===== config.mk =====
export PLATFORM = sky130hd
export DESIGN_NAME = tamsayi_carpma_hakemi_flat
export DESIGN_NICKNAME = d
export VERILOG_FILES = /design/src/rtl/tamsayi_carpma_hakemi_if.sv /design/src/rtl/tamsayi_carpma_hakemi.sv /design/src/flat_wrapper.sv
export SDC_FILE = /design/constraint.sdc
export NUM_CORES = 1
export LEC_CHECK = 0
export ABC_AREA = 1
export CAP_MARGIN = 20
export CORE_MARGIN = 3
export CORE_UTILIZATION = 40
export CTS_CLUSTER_SIZE = 24
export DETAILED_ROUTE_END_ITERATION = 8
export PLACE_DENSITY = 0.81
export RECOVER_POWER = 100
export SLEW_MARGIN = 20
export SYNTH_ARGS = -nofsm -noshare
export SYNTH_HDL_FRONTEND = slang
export SYNTH_SLANG_ARGS = --single-unit

===== constraint.sdc =====
create_clock -name clk_g -period 2.1 [get_ports clk_g]
set_clock_uncertainty 0.1 [all_clocks]
set_input_delay 0.42 -clock clk_g [delete_from_list [all_inputs] [get_ports clk_g]]
set_output_delay 0.42 -clock clk_g [all_outputs]
set_load 0.1 [all_outputs]

===== src/rtl/tamsayi_carpma_hakemi_if.sv =====
// Bundle of the requester, multiply-unit and response channels used by the arbiter.
// The arbiter takes the master view; the requesters, unit and consumer take the slave view.
interface tamsayi_carpma_hakemi_if;
    logic        istek0_g;
    logic [3:0]  islev0_g;
    logic [31:0] a0_g;
    logic [31:0] b0_g;
    logic        kabul0_c;

    logic        istek1_g;
    logic [3:0]  islev1_g;
    logic [31:0] a1_g;
    logic [31:0] b1_g;
    logic        kabul1_c;

    logic        carp_hazir_c;
    logic [3:0]  carp_islev_c;
    logic [31:0] carp_a_c;
    logic [31:0] carp_b_c;
    logic        carp_bitti_g;
    logic [31:0] carp_sonuc_g;

    logic        sonuc_gecerli_c;
    logic [31:0] sonuc_c;
    logic        sonuc_id_c;
    logic        sonuc_hata_c;
    logic        yanit_hazir_g;
    logic        mesgul_c;

    modport master (
        input  istek0_g, islev0_g, a0_g, b0_g,
        output kabul0_c,
        input  istek1_g, islev1_g, a1_g, b1_g,
        output kabul1_c,
        output carp_hazir_c, carp_islev_c, carp_a_c, carp_b_c,
        input  carp_bitti_g, carp_sonuc_g,
        output sonuc_gecerli_c, sonuc_c, sonuc_id_c, sonuc_hata_c,
        input  yanit_hazir_g,
        output mesgul_c
    );

    modport slave (
        output istek0_g, islev0_g, a0_g, b0_g,
        input  kabul0_c,
        output istek1_g, islev1_g, a1_g, b1_g,
        input  kabul1_c,
        input  carp_hazir_c, carp_islev_c, carp_a_c, carp_b_c,
        output carp_bitti_g, carp_sonuc_g,
        input  sonuc_gecerli_c, sonuc_c, sonuc_id_c, sonuc_hata_c,
        output yanit_hazir_g,
        input  mesgul_c
    );
endinterface


===== src/rtl/tamsayi_carpma_hakemi.sv =====
// Two-requester round-robin arbiter that sequences one shared integer multiply unit,
// with a done-pulse watchdog and a ready/valid response channel.
module tamsayi_carpma_hakemi #(
    parameter int ZAMAN_ASIMI = 64
) (
    input  logic                    clk_g,
    input  logic                    rst_g,
    tamsayi_carpma_hakemi_if.master arayuz
);
    localparam int SAYAC_G = $clog2(ZAMAN_ASIMI);
    localparam logic [SAYAC_G-1:0] SAYAC_SON = SAYAC_G'(ZAMAN_ASIMI - 1);

    typedef enum logic [1:0] {
        BOSTA  = 2'd0,
        BASLAT = 2'd1,
        BEKLE  = 2'd2,
        YANIT  = 2'd3
    } durum_t;

    durum_t              durum_reg;
    logic                isaretci_reg;
    logic [3:0]          islev_reg;
    logic [31:0]         a_reg;
    logic [31:0]         b_reg;
    logic                carp_hazir_reg;
    logic [SAYAC_G-1:0]  sayac_reg;
    logic [31:0]         sonuc_reg;
    logic                id_reg;
    logic                hata_reg;
    logic                gecerli_reg;
    logic                mesgul_reg;

    logic [1:0]          istek;
    logic [3:0]          islev [2];
    logic [31:0]         a_in  [2];
    logic [31:0]         b_in  [2];
    logic [1:0]          yasal;
    logic [1:0]          hibe;
    logic                bosta;
    logic                secilen;

    assign istek[0] = arayuz.istek0_g;
    assign istek[1] = arayuz.istek1_g;
    assign islev[0] = arayuz.islev0_g;
    assign islev[1] = arayuz.islev1_g;
    assign a_in[0]  = arayuz.a0_g;
    assign a_in[1]  = arayuz.a1_g;
    assign b_in[0]  = arayuz.b0_g;
    assign b_in[1]  = arayuz.b1_g;

    assign bosta = (durum_reg == BOSTA);

    // A lone requester always wins; on contention the pointer names the winner.
    genvar gi;
    generate
        for (gi = 0; gi < 2; gi++) begin : g_istekci
            assign yasal[gi] = (islev[gi] == 4'h1) || (islev[gi] == 4'h2) ||
                               (islev[gi] == 4'h4) || (islev[gi] == 4'h8);
            assign hibe[gi]  = bosta && istek[gi] &&
                               (!istek[1-gi] || (isaretci_reg == 1'(gi)));
        end
    endgenerate

    assign secilen = hibe[1];

    always_ff @(posedge clk_g) begin
        if (rst_g) begin
            durum_reg      <= BOSTA;
            isaretci_reg   <= 1'b0;
            islev_reg      <= 4'h0;
            a_reg          <= 32'h0;
            b_reg          <= 32'h0;
            carp_hazir_reg <= 1'b0;
            sayac_reg      <= '0;
            sonuc_reg      <= 32'h0;
            id_reg         <= 1'b0;
            hata_reg       <= 1'b0;
            gecerli_reg    <= 1'b0;
            mesgul_reg     <= 1'b0;
        end else begin
            case (durum_reg)
                BOSTA: begin
                    if (|hibe) begin
                        isaretci_reg <= ~secilen;
                        islev_reg    <= islev[secilen];
                        a_reg        <= a_in[secilen];
                        b_reg        <= b_in[secilen];
                        id_reg       <= secilen;
                        mesgul_reg   <= 1'b1;
                        if (yasal[secilen]) begin
                            carp_hazir_reg <= 1'b1;
                            durum_reg      <= BASLAT;
                        end else begin
                            // Illegal codes answer straight away and never touch the unit.
                            sonuc_reg   <= 32'h0;
                            hata_reg    <= 1'b1;
                            gecerli_reg <= 1'b1;
                            durum_reg   <= YANIT;
                        end
                    end
                end
                BASLAT: begin
                    carp_hazir_reg <= 1'b0;
                    sayac_reg      <= '0;
                    durum_reg      <= BEKLE;
                end
                BEKLE: begin
                    sayac_reg <= sayac_reg + 1'b1;
                    // Done is checked first so a pulse in the last watchdog cycle still counts.
                    if (arayuz.carp_bitti_g) begin
                        sonuc_reg   <= arayuz.carp_sonuc_g;
                        hata_reg    <= 1'b0;
                        gecerli_reg <= 1'b1;
                        durum_reg   <= YANIT;
                    end else if (sayac_reg == SAYAC_SON) begin
                        sonuc_reg   <= 32'h0;
                        hata_reg    <= 1'b1;
                        gecerli_reg <= 1'b1;
                        durum_reg   <= YANIT;
                    end
                end
                YANIT: begin
                    if (arayuz.yanit_hazir_g) begin
                        gecerli_reg <= 1'b0;
                        mesgul_reg  <= 1'b0;
                        durum_reg   <= BOSTA;
                    end
                end
                default: begin
                    durum_reg <= BOSTA;
                end
            endcase
        end
    end

    assign arayuz.kabul0_c        = hibe[0];
    assign arayuz.kabul1_c        = hibe[1];
    assign arayuz.carp_hazir_c    = carp_hazir_reg;
    assign arayuz.carp_islev_c    = islev_reg;
    assign arayuz.carp_a_c        = a_reg;
    assign arayuz.carp_b_c        = b_reg;
    assign arayuz.sonuc_gecerli_c = gecerli_reg;
    assign arayuz.sonuc_c         = sonuc_reg;
    assign arayuz.sonuc_id_c      = id_reg;
    assign arayuz.sonuc_hata_c    = hata_reg;
    assign arayuz.mesgul_c        = mesgul_reg;
endmodule


===== src/flat_wrapper.sv =====
// flat-port wrapper written by rule: the top's interface ports become plain ports
module tamsayi_carpma_hakemi_flat 
#(
    parameter int ZAMAN_ASIMI = 64
)
  (clk_g, rst_g, arayuz_istek0_g, arayuz_islev0_g, arayuz_a0_g, arayuz_b0_g, arayuz_kabul0_c, arayuz_istek1_g, arayuz_islev1_g, arayuz_a1_g, arayuz_b1_g, arayuz_kabul1_c, arayuz_carp_hazir_c, arayuz_carp_islev_c, arayuz_carp_a_c, arayuz_carp_b_c, arayuz_carp_bitti_g, arayuz_carp_sonuc_g, arayuz_sonuc_gecerli_c, arayuz_sonuc_c, arayuz_sonuc_id_c, arayuz_sonuc_hata_c, arayuz_yanit_hazir_g, arayuz_mesgul_c);
  tamsayi_carpma_hakemi_if arayuz_i ();
  input  logic clk_g;
  input  logic rst_g;
  input wire logic [$bits(arayuz_i.istek0_g)-1:0] arayuz_istek0_g;
  input wire logic [$bits(arayuz_i.islev0_g)-1:0] arayuz_islev0_g;
  input wire logic [$bits(arayuz_i.a0_g)-1:0] arayuz_a0_g;
  input wire logic [$bits(arayuz_i.b0_g)-1:0] arayuz_b0_g;
  output wire logic [$bits(arayuz_i.kabul0_c)-1:0] arayuz_kabul0_c;
  input wire logic [$bits(arayuz_i.istek1_g)-1:0] arayuz_istek1_g;
  input wire logic [$bits(arayuz_i.islev1_g)-1:0] arayuz_islev1_g;
  input wire logic [$bits(arayuz_i.a1_g)-1:0] arayuz_a1_g;
  input wire logic [$bits(arayuz_i.b1_g)-1:0] arayuz_b1_g;
  output wire logic [$bits(arayuz_i.kabul1_c)-1:0] arayuz_kabul1_c;
  output wire logic [$bits(arayuz_i.carp_hazir_c)-1:0] arayuz_carp_hazir_c;
  output wire logic [$bits(arayuz_i.carp_islev_c)-1:0] arayuz_carp_islev_c;
  output wire logic [$bits(arayuz_i.carp_a_c)-1:0] arayuz_carp_a_c;
  output wire logic [$bits(arayuz_i.carp_b_c)-1:0] arayuz_carp_b_c;
  input wire logic [$bits(arayuz_i.carp_bitti_g)-1:0] arayuz_carp_bitti_g;
  input wire logic [$bits(arayuz_i.carp_sonuc_g)-1:0] arayuz_carp_sonuc_g;
  output wire logic [$bits(arayuz_i.sonuc_gecerli_c)-1:0] arayuz_sonuc_gecerli_c;
  output wire logic [$bits(arayuz_i.sonuc_c)-1:0] arayuz_sonuc_c;
  output wire logic [$bits(arayuz_i.sonuc_id_c)-1:0] arayuz_sonuc_id_c;
  output wire logic [$bits(arayuz_i.sonuc_hata_c)-1:0] arayuz_sonuc_hata_c;
  input wire logic [$bits(arayuz_i.yanit_hazir_g)-1:0] arayuz_yanit_hazir_g;
  output wire logic [$bits(arayuz_i.mesgul_c)-1:0] arayuz_mesgul_c;
  assign arayuz_i.istek0_g = arayuz_istek0_g;
  assign arayuz_i.islev0_g = arayuz_islev0_g;
  assign arayuz_i.a0_g = arayuz_a0_g;
  assign arayuz_i.b0_g = arayuz_b0_g;
  assign arayuz_kabul0_c = arayuz_i.kabul0_c;
  assign arayuz_i.istek1_g = arayuz_istek1_g;
  assign arayuz_i.islev1_g = arayuz_islev1_g;
  assign arayuz_i.a1_g = arayuz_a1_g;
  assign arayuz_i.b1_g = arayuz_b1_g;
  assign arayuz_kabul1_c = arayuz_i.kabul1_c;
  assign arayuz_carp_hazir_c = arayuz_i.carp_hazir_c;
  assign arayuz_carp_islev_c = arayuz_i.carp_islev_c;
  assign arayuz_carp_a_c = arayuz_i.carp_a_c;
  assign arayuz_carp_b_c = arayuz_i.carp_b_c;
  assign arayuz_i.carp_bitti_g = arayuz_carp_bitti_g;
  assign arayuz_i.carp_sonuc_g = arayuz_carp_sonuc_g;
  assign arayuz_sonuc_gecerli_c = arayuz_i.sonuc_gecerli_c;
  assign arayuz_sonuc_c = arayuz_i.sonuc_c;
  assign arayuz_sonuc_id_c = arayuz_i.sonuc_id_c;
  assign arayuz_sonuc_hata_c = arayuz_i.sonuc_hata_c;
  assign arayuz_i.yanit_hazir_g = arayuz_yanit_hazir_g;
  assign arayuz_mesgul_c = arayuz_i.mesgul_c;
  tamsayi_carpma_hakemi #(.ZAMAN_ASIMI(ZAMAN_ASIMI)) u_core (.clk_g(clk_g), .rst_g(rst_g), .arayuz(arayuz_i));
endmodule

# Yosys cells after proc, flatten, opt, wreduce, memory -nomap -nowiden

Cells that the tools add are included.

Register bits after elaboration: 114
Input port bits: 174
Output and inout bits: 107
Word-level logic and storage cells: 98

$add $sub $neg: 1
$lt $le $gt $ge: 2
Equality and inequality tests: 17
Mux-type cells: 36
Bitwise operators: 3
Reductions and logical operators: 27

Operators by type and width:

| operator                                                        | number |
|---|---|
| 32-bit two-way mux                                              | 10 |
| 32-bit case mux with 2 select lines                             | 1 |
| 4-bit two-way mux                                               | 3 |
| 6-bit case mux with 2 select lines                              | 1 |
| 1-bit two-way mux                                               | 11 |
| 2-bit two-way mux                                               | 5 |
| 3-bit AND reduction                                             | 3 |
| 4-bit by 1-bit == test with 1-bit output, second input constant | 2 |
| 4-bit by 2-bit == test with 1-bit output, second input constant | 2 |
| 4-bit by 3-bit == test with 1-bit output, second input constant | 2 |
| 4-bit == test, second input constant                            | 2 |
| 1-bit logical OR                                                | 8 |
| 2-bit != test, second input constant                            | 4 |
| 2-bit case mux with 4 select lines                              | 1 |
| 2-bit nonzero test                                              | 4 |
| 6-bit by 1-bit adder with 6-bit output, second input constant   | 1 |
| 6-bit == test, second input constant                            | 1 |
| 1-bit case mux with 2 select lines                              | 3 |
| 5-bit AND reduction                                             | 1 |
| 2-bit == test, second input constant                            | 2 |
| 1-bit logical AND                                               | 4 |
| 4-bit AND reduction                                             | 1 |
| 3-bit by 2-bit != test with 1-bit output, second input constant | 1 |
| 1-bit case mux with 3 select lines                              | 1 |
| other kinds (10)                                                | 12 |

# Logic depth before layout (Yosys ltp)

Word-level depth: 9
Gate-level depth with buffers: 12
Depth with buffers taken out: 11

# Worst setup path before layout

No wires, ideal clock.

Path kind: register -> output
Start point: register u_core.durum_reg[0]
End point: output arayuz_kabul0_c
Data arrival time: 1.969 ns
Data required time: 1.580 ns
Setup slack: -0.389 ns
Cell stages (with the launch flop): 7
Path buffers: 2
Cells stage by stage: dfxtp_1 inv_1 ha_1 buf_4 nand3_1 inv_2 clkbuf_1

Cells in the longest elaborated chain, start to end: 3

Ends and longest elaborated chain:

| element                        | line                        | RTL |
|---|---|---|
| start, declared                | tamsayi_carpma_hakemi.sv:20 | `durum_t durum_reg;` |
| start signal, assigned         | tamsayi_carpma_hakemi.sv:68 | `durum_reg <= BOSTA;` |
| start signal, assigned         | tamsayi_carpma_hakemi.sv:92 | `durum_reg <= BASLAT;` |
| start signal, assigned         | tamsayi_carpma_hakemi.sv:98 | `durum_reg <= YANIT;` |
| 2-bit logical NOT              | tamsayi_carpma_hakemi.sv:51 | `assign bosta = (durum_reg == BOSTA);` |
| 1-bit logical AND (2 in a row) | tamsayi_carpma_hakemi.sv:59 | `assign hibe[gi] = bosta && istek[gi] &&` |
| end, declared                  | flat_wrapper.sv:14          | `output wire logic [$bits(arayuz_i.kabul0_c)-1:0] arayuz_kabul0_c;` |

No other way between the ends.

# Final worst setup path

Start point: register u_core.durum_reg[1]
End point: output arayuz_kabul1_c

Cells in the longest elaborated chain, start to end: 3

Ends and longest elaborated chain:

| element                        | line                        | RTL |
|---|---|---|
| 2-bit logical NOT              | tamsayi_carpma_hakemi.sv:51 |  |
| 1-bit logical AND (2 in a row) | tamsayi_carpma_hakemi.sv:59 |  |
| end, declared                  | flat_wrapper.sv:19          | `output wire logic [$bits(arayuz_i.kabul1_c)-1:0] arayuz_kabul1_c;` |

No other way between the ends.

==> impl_metrics.toml <==
[grt]
gr-usage-all-layers_pct = 23.7
grt_antenna_before_repair = 0
grt_pass1_vias = 5860
grt_overflow = 0
grt_pass1_wl_um = 28500
grt_max_degree = 39

[finish]
fin_util_pct = 67.0
nNetsFinal = 1318
drive_gt1_share_pct = 17.3
antenna_cells = 0
syn_to_final_growth_pct = 62.7

[pwr]
power_density_nw_per_um2 = 1760
leakagePower_nw = 4.56
vdd_ir_drop_max_mv = 1.01

[yosys]
netlist_instances = 842
avgSynthCellArea_um2 = 6.53
synth.distinct_cells = 27
synth.largest_area_cell = "dfxtp_1"
syn_nets = 1022
yosysTopAreaCellShare_pct = 41.5
seq_area_frac_synth_pct = 41.5
ys.flop_type = "dfxtp_1"
syn_area_um2 = 5500
ys_warn_count = 0
ys_async_sr_fraction_pct = 0
synth_commonest_cells = "nand2_1 (320), dfxtp_1 (114), inv_1 (114), nand3_1 (75), nor2_1 (46)"
ys_seq_elements = 114
ys_top_cells_by_area = "dfxtp_1 (42%), nand2_1 (22%), inv_1 (7.8%)"
synth_edf_count = 0
yosysMostFrequentCell = "nand2_1"

[placement]
numPortBuffers = 280
dp_hpwl_um = 13400
pre_cts_slack_ns = -0.105
gp_congestion = 0.795

[detailed_routing]
via_count = 6262
dr.pass1.iters = 5
ant_nets = 0
met1_length_um = 7430
drc = 0
met3WireLength_um = 1400
avgRoutedWirePerCell_um = 13.8
drt_iter0_drc = 383
wl_met2_um = 9070
wl_um = 18300
via_per_inst = 4.72
routed.top_layer = "met4"

[min_path]
min_path_type = "reg -> reg"
hold_path_end = "u_core.arayuz.sonuc_c[30]$_SDFFE_PP0P_"
hold_path_startpoint = "u_core.arayuz.sonuc_c[30]$_SDFFE_PP0P_"
hold_path_depth = 2

[floorplanning]
core_area_um2 = 13300
die_h_um = 123
initial_utilization_pct = 41.2
num_rows = 42
io_pins = 281
dieArea_um2 = 15200
die_width_um = 123

[critical_path]
crit_path_max_fanout = 4
cp-start-kind = "flop"
worstReg2RegEnd = "u_core.arayuz.sonuc_c[9]$_SDFFE_PP0P_"
crit_arrival_ns = 1.54
worstPathRequired_ns = 1.58
r2r_start = "u_core.durum_reg[0]$_SDFFE_PP0P_"
rr_worst_depth = 13
critPathCaptureType = "output pin"
critPathKind = "reg -> out"
r2r_setup_slack_ns = 0.13

[job]
cap_violations = 0

[clock_network]
cts_tree = "built"
clk-insertion-delay-late_ns = 0.41
cts.sinks = 114
cts.path.max_buffers = 2
ctsRootBufferMaster = "clkbuf_16"
htreeDepth = 4
cts.reportedPaths.clkPinSlew_ns = 0.05
cts_buffers = 17

[timing]
max_freq_mhz = 486
fin_crit_ns = 2.06
slew_headroom_pct = 45.2
finalHoldViolCount = 0
postLayoutSetupSlackWorst_ns = 0.0431
slew_violations = 0
setup_viol = 0
finalCritPeriodShare_pct = 97.9
rsz0062_at_grt = "true"
worstMarginPinSlew_ns = 0.822

[run_status]
status = "completed"
## timing repair
item                                    CTS  global route
setup buffers                             5             2
cloned                                    0             0
hold buffers                              0             0
gates resized for setup                   9             6
endpoints found under the setup margin    2             5
pin swaps                                 1             1
## worst max path at each step
stage / to / cells past startpoint / slack, ns / from
2_1_floorplan: arayuz_kabul0_c / 6 / 0.1 / u_core.durum_reg[0]$_SDFFE_PP0P_
3_3_place_gp: u_core.arayuz.carp_a_c[2]$_SDFFE_PP0P_ / 10 / -0.05 / arayuz_istek1_g
3_5_place_dp: u_core.arayuz.carp_b_c[31]$_SDFFE_PP0P_ / 10 / -0.11 / arayuz_istek1_g
4_1_cts: arayuz_kabul1_c / 6 / 0.005 / u_core.durum_reg[1]$_SDFFE_PP0P_
5_1_grt: arayuz_kabul1_c / 6 / -0.008 / u_core.durum_reg[1]$_SDFFE_PP0P_
6_report: arayuz_kabul1_c / 6 / 0.04 / u_core.durum_reg[1]$_SDFFE_PP0P_
## cells by family (layout without fill, tap and decap cells)
| group | after synthesis | in the layout | synth area share [%] |
|---|---|---|---|
| flip-flops | 114 | 114 | 41.5 |
| buffers and inverters | 171 | 480 | 12.2 |
| AO/OA/AOI/OAI | 66 | 66 | 7.72 |
| XOR/XNOR | 1 | 1 | 0.159 |
| adder cells (fa/ha/maj) | 6 | 6 | 1.37 |
| AND/OR/NAND/NOR | 484 | 484 | 37.0 |
## metal layers
layer | vias to the layer above | global-route usage (%)
li1 | 3235 | -
met1 | 2759 | 27.3
met2 | 235 | 41.5
met3 | 33 | 6.68
met4 | 0 | 9.34
met5 | - | 0
## report_power, final
part           switching [mW]  internal (mW)
Combinational            7.27           2.44
Clock                   0.985           1.92
Sequential              0.339           2.83
Total                    8.59           7.18
## critical path, cell delays in order, from the launching register on
cell and delay, ns:
dfxtp_4 0.36, inv_4 0.06, ha_4 0.15, nand2_4 0.06
a21oi_4 0.17, buf_6 0.15, buf_12 0.17
## layout by cell type (no fill, tap or decap), types with 28 or more instances in the layout
cell type        netlist  final
nand2_1              320    319
clkdlybuf4s50_1        0    170
inv_1                114    113
dfxtp_1              114    112
clkbuf_2               0    111
nand3_1               75     75
nor2_1                46     46
nand4_1               34     34
o211ai_1              30     30
buf_4                  1     28
## cell type report
class	count	area [um^2]
timing repair buffer	329	2810
inverter	119	452
tap	176	220
clock inverter	10	133
multi-input combinational	557	2570
clock buffer	22	464
fill	1205	4400
sequential	114	2290
## through the flow
stage / setup TNS, ns / total power, mW / instance area, um^2 / hold slack, ns / std cells
floorplan: 0 / 10.4 / 5500 / 0.358 / 842
global placement: -1.66 / 13.0 / 8540 / 0.347 / 1288
detailed placement: -4.22 / 13.1 / 8540 / 0.355 / 1288
CTS: 0 / 16.2 / 9200 / 0.361 / 1325
global route: -0.0213 / 16.6 / 8940 / 0.386 / 1327
finish: 0 / 15.8 / 8940 / 0.355 / 1327
No activity file was read; power rests on OpenSTA's default activity.
==> patch, RTL diff (same flow settings) <==
Reset style: asynchronous (`rst_g`), changed in one clocked block.
--- a/src/rtl/tamsayi_carpma_hakemi.sv
+++ b/src/rtl/tamsayi_carpma_hakemi.sv
@@ -64,5 +64,5 @@
     assign secilen = hibe[1];
 
-    always_ff @(posedge clk_g) begin
+    always_ff @(posedge clk_g or posedge rst_g) begin
         if (rst_g) begin
             durum_reg      <= BOSTA;
Check against the original RTL: differs if rst_g is asserted again (counterexample within 4 cycles, from zero or initial values and one cycle with rst_g high); with rst_g held inactive, the same outputs for 4 cycles.
==> patch against the original RTL <==
- the flow now finishes with violations (negative setup slack)
- count of clock-buffer cells in the layout grew 2
- worst setup slack worse by 83 ps
- design area increased by 0.80%
- wire length increased by 2.9%
- worst hold slack improved by 15 ps
- sequential cell count did not move
- sequential share of layout area is 6.0 points higher
- critical path type unchanged
- area after synthesis fell by 1.5%
Power is left out: the tool's default activity adds up to more than one toggle a clock period on the data nets, which glitch-free logic cannot reach.
==> patch: results (changes against the original RTL) <==
status=complete, but fails checks (was complete, no violations); failing checks=negative setup slack; Netlist cell types=27 (unchanged); Antenna Cells=0 (unchanged); Seq/Total Area, Yosys=52.66% (was 41.51%); CTS Buffer Depth=2 (unchanged); GRT Overall Usage=24.80% (was 23.72%); largest net degree at the start of global routing=55 (was 39); Post-synth top cells=nand2_1, dfrtp_1, nor2_1 (was nand2_1, dfxtp_1, inv_1); share of cells above drive strength 1=19.11% (was 17.29%); initial detailed-routing violation count=281 (was 383); Placer Congestion=0.8429 (was 0.7952); CTS clk-pin slew, worst paths=50 ps (about the same); final setup fails=1 (was 0); vias in the first global route=5,627 (was 5,860); final wirelength=18,870 um (was 18,340 um); initial antenna violation count=0 (unchanged); post-route setup slack=-40.13 ps (was 43.10 ps); DR vias=5,780 (was 6,262); Final TNS setup=-40.13 ps (was 0 ps); Hold Path Class=flop to flop (unchanged); DRT Pass-1 Iters=4 (was 5); Worst Tran Pin Value=770.2 ps (was 821.9 ps); post-layout net count=1,179 (was 1,318); H-tree Lvls=4 (unchanged); Crit path largest cell delay=400 ps (was 360 ps); Filler cells=1,042 (was 1,205); Post-synth ARST share=100.0% (was 0%); Yosys Warn Count=0 (unchanged); syn_nets=875 (was 1,022); CP max FO=4 (unchanged); Clock Latency Late Sink=410 ps (about the same); Synth Flop Type=dfrtp_1 (was dfxtp_1); DP HPWL=13,680 um (was 13,440 um); clock tree root driver cell=clkbuf_16 (unchanged); register area=2853 sq um (was 2290 sq um); largest cells by area after synthesis=dfrtp_1, nand2_1, nand3_1, nor2_1, nand4_1 (was dfxtp_1, nand2_1, inv_1, nand3_1, o211ai_1); I/O Buffers=280 (unchanged); number of buffers created by CTS=17 (unchanged); slowest stage cell, crit path=dfrtp_1 (was dfxtp_4); first-pass GRT wire length=28,620 um (was 28,460 um); Crit path arrival time=1620 ps (was 1540 ps)
## patch: per-layer routing
metal | vias to the layer above | share of wire (%) | track usage [%]
met5 | - | 0 | 0
met3 | 49 | 7.1 | 6.590
met4 | 0 | 3.8 | 12.04
met2 | 216 | 50 | 43.66
met1 | 2679 | 39 | 27.77
li1 | 2836 | - | -
## patch: final timing paths
check	slack [ps]	start	end	cells past startpoint
worst min register to register	370	u_core.arayuz.sonuc_c[22]$_DFFE_PP0P_	u_core.arayuz.sonuc_c[22]$_DFFE_PP0P_	2
worst max register to register	130	u_core.durum_reg[1]$_DFFE_PP0P_	u_core.arayuz.sonuc_c[10]$_DFFE_PP0P_	10
max in group asynchronous	340	rst_g	u_core.arayuz.carp_b_c[21]$_DFFE_PP0P_	3
worst min-delay path	370	u_core.arayuz.sonuc_c[22]$_DFFE_PP0P_	u_core.arayuz.sonuc_c[22]$_DFFE_PP0P_	2
min in group asynchronous	400	rst_g	u_core.arayuz.sonuc_c[11]$_DFFE_PP0P_	2
worst max-delay path	-40	u_core.durum_reg[1]$_DFFE_PP0P_	arayuz_kabul1_c	6
## patch: cell families after synthesis
group,count (synthesis),share of synthesized area (%)
adders and majority gates,6,1.386
DFF,114,52.66
and+or+nand+nor,423,32.86
AOI/OAI and AO/OA,65,6.374
buffers and inverters,86,6.559
xor gates and xnor gates,1,0.1617
## patch: timing repair
action,4_1_cts,5_1_grt
endpoints found under the hold margin,0,0
cloned,0,1
pin swaps,0,2
endpoints found under the setup margin,2,23
hold buffers,0,0
gates resized for setup,7,2
setup buffers,7,1
## patch: critical path, delay by kind of cell, from the launching register on
family | cells | cell delay, ps
flops | 1 | 400
compound gates | 1 | 170
buf+inv | 3 | 390
fa+ha+maj | 1 | 170
simple gates | 1 | 60
## patch: per-stage QoR
| stage | std cells | setup WS [ps] | hold WS, ps | instance area (sq um) | util [%] |
|---|---|---|---|---|---|
| after floorplan | 695 | 6.811 | 375.0 | 5428 | - |
| after global placement | 1143 | -20.26 | 355.4 | 8379 | 64.82 |
| after detailed placement | 1143 | -77.26 | 359.4 | 8379 | 64.82 |
| after CTS | 1180 | -0.6561 | 230.5 | 9004 | 69.65 |
| after global routing | 1182 | -105.1 | 388.2 | 9015 | 69.73 |
| final | 1182 | -40.13 | 369.3 | 9015 | 69.73 |
## patch: cell type report
class                   count  share of cell area, %
multi-input cells         495                  24.87
repair buffers            325                  33.07
well taps                 172                  2.387
clock inverters             6                 0.6107
inverters                  46                  1.957
flip-flops and latches    114                  31.64
clock buffers              24                  5.455
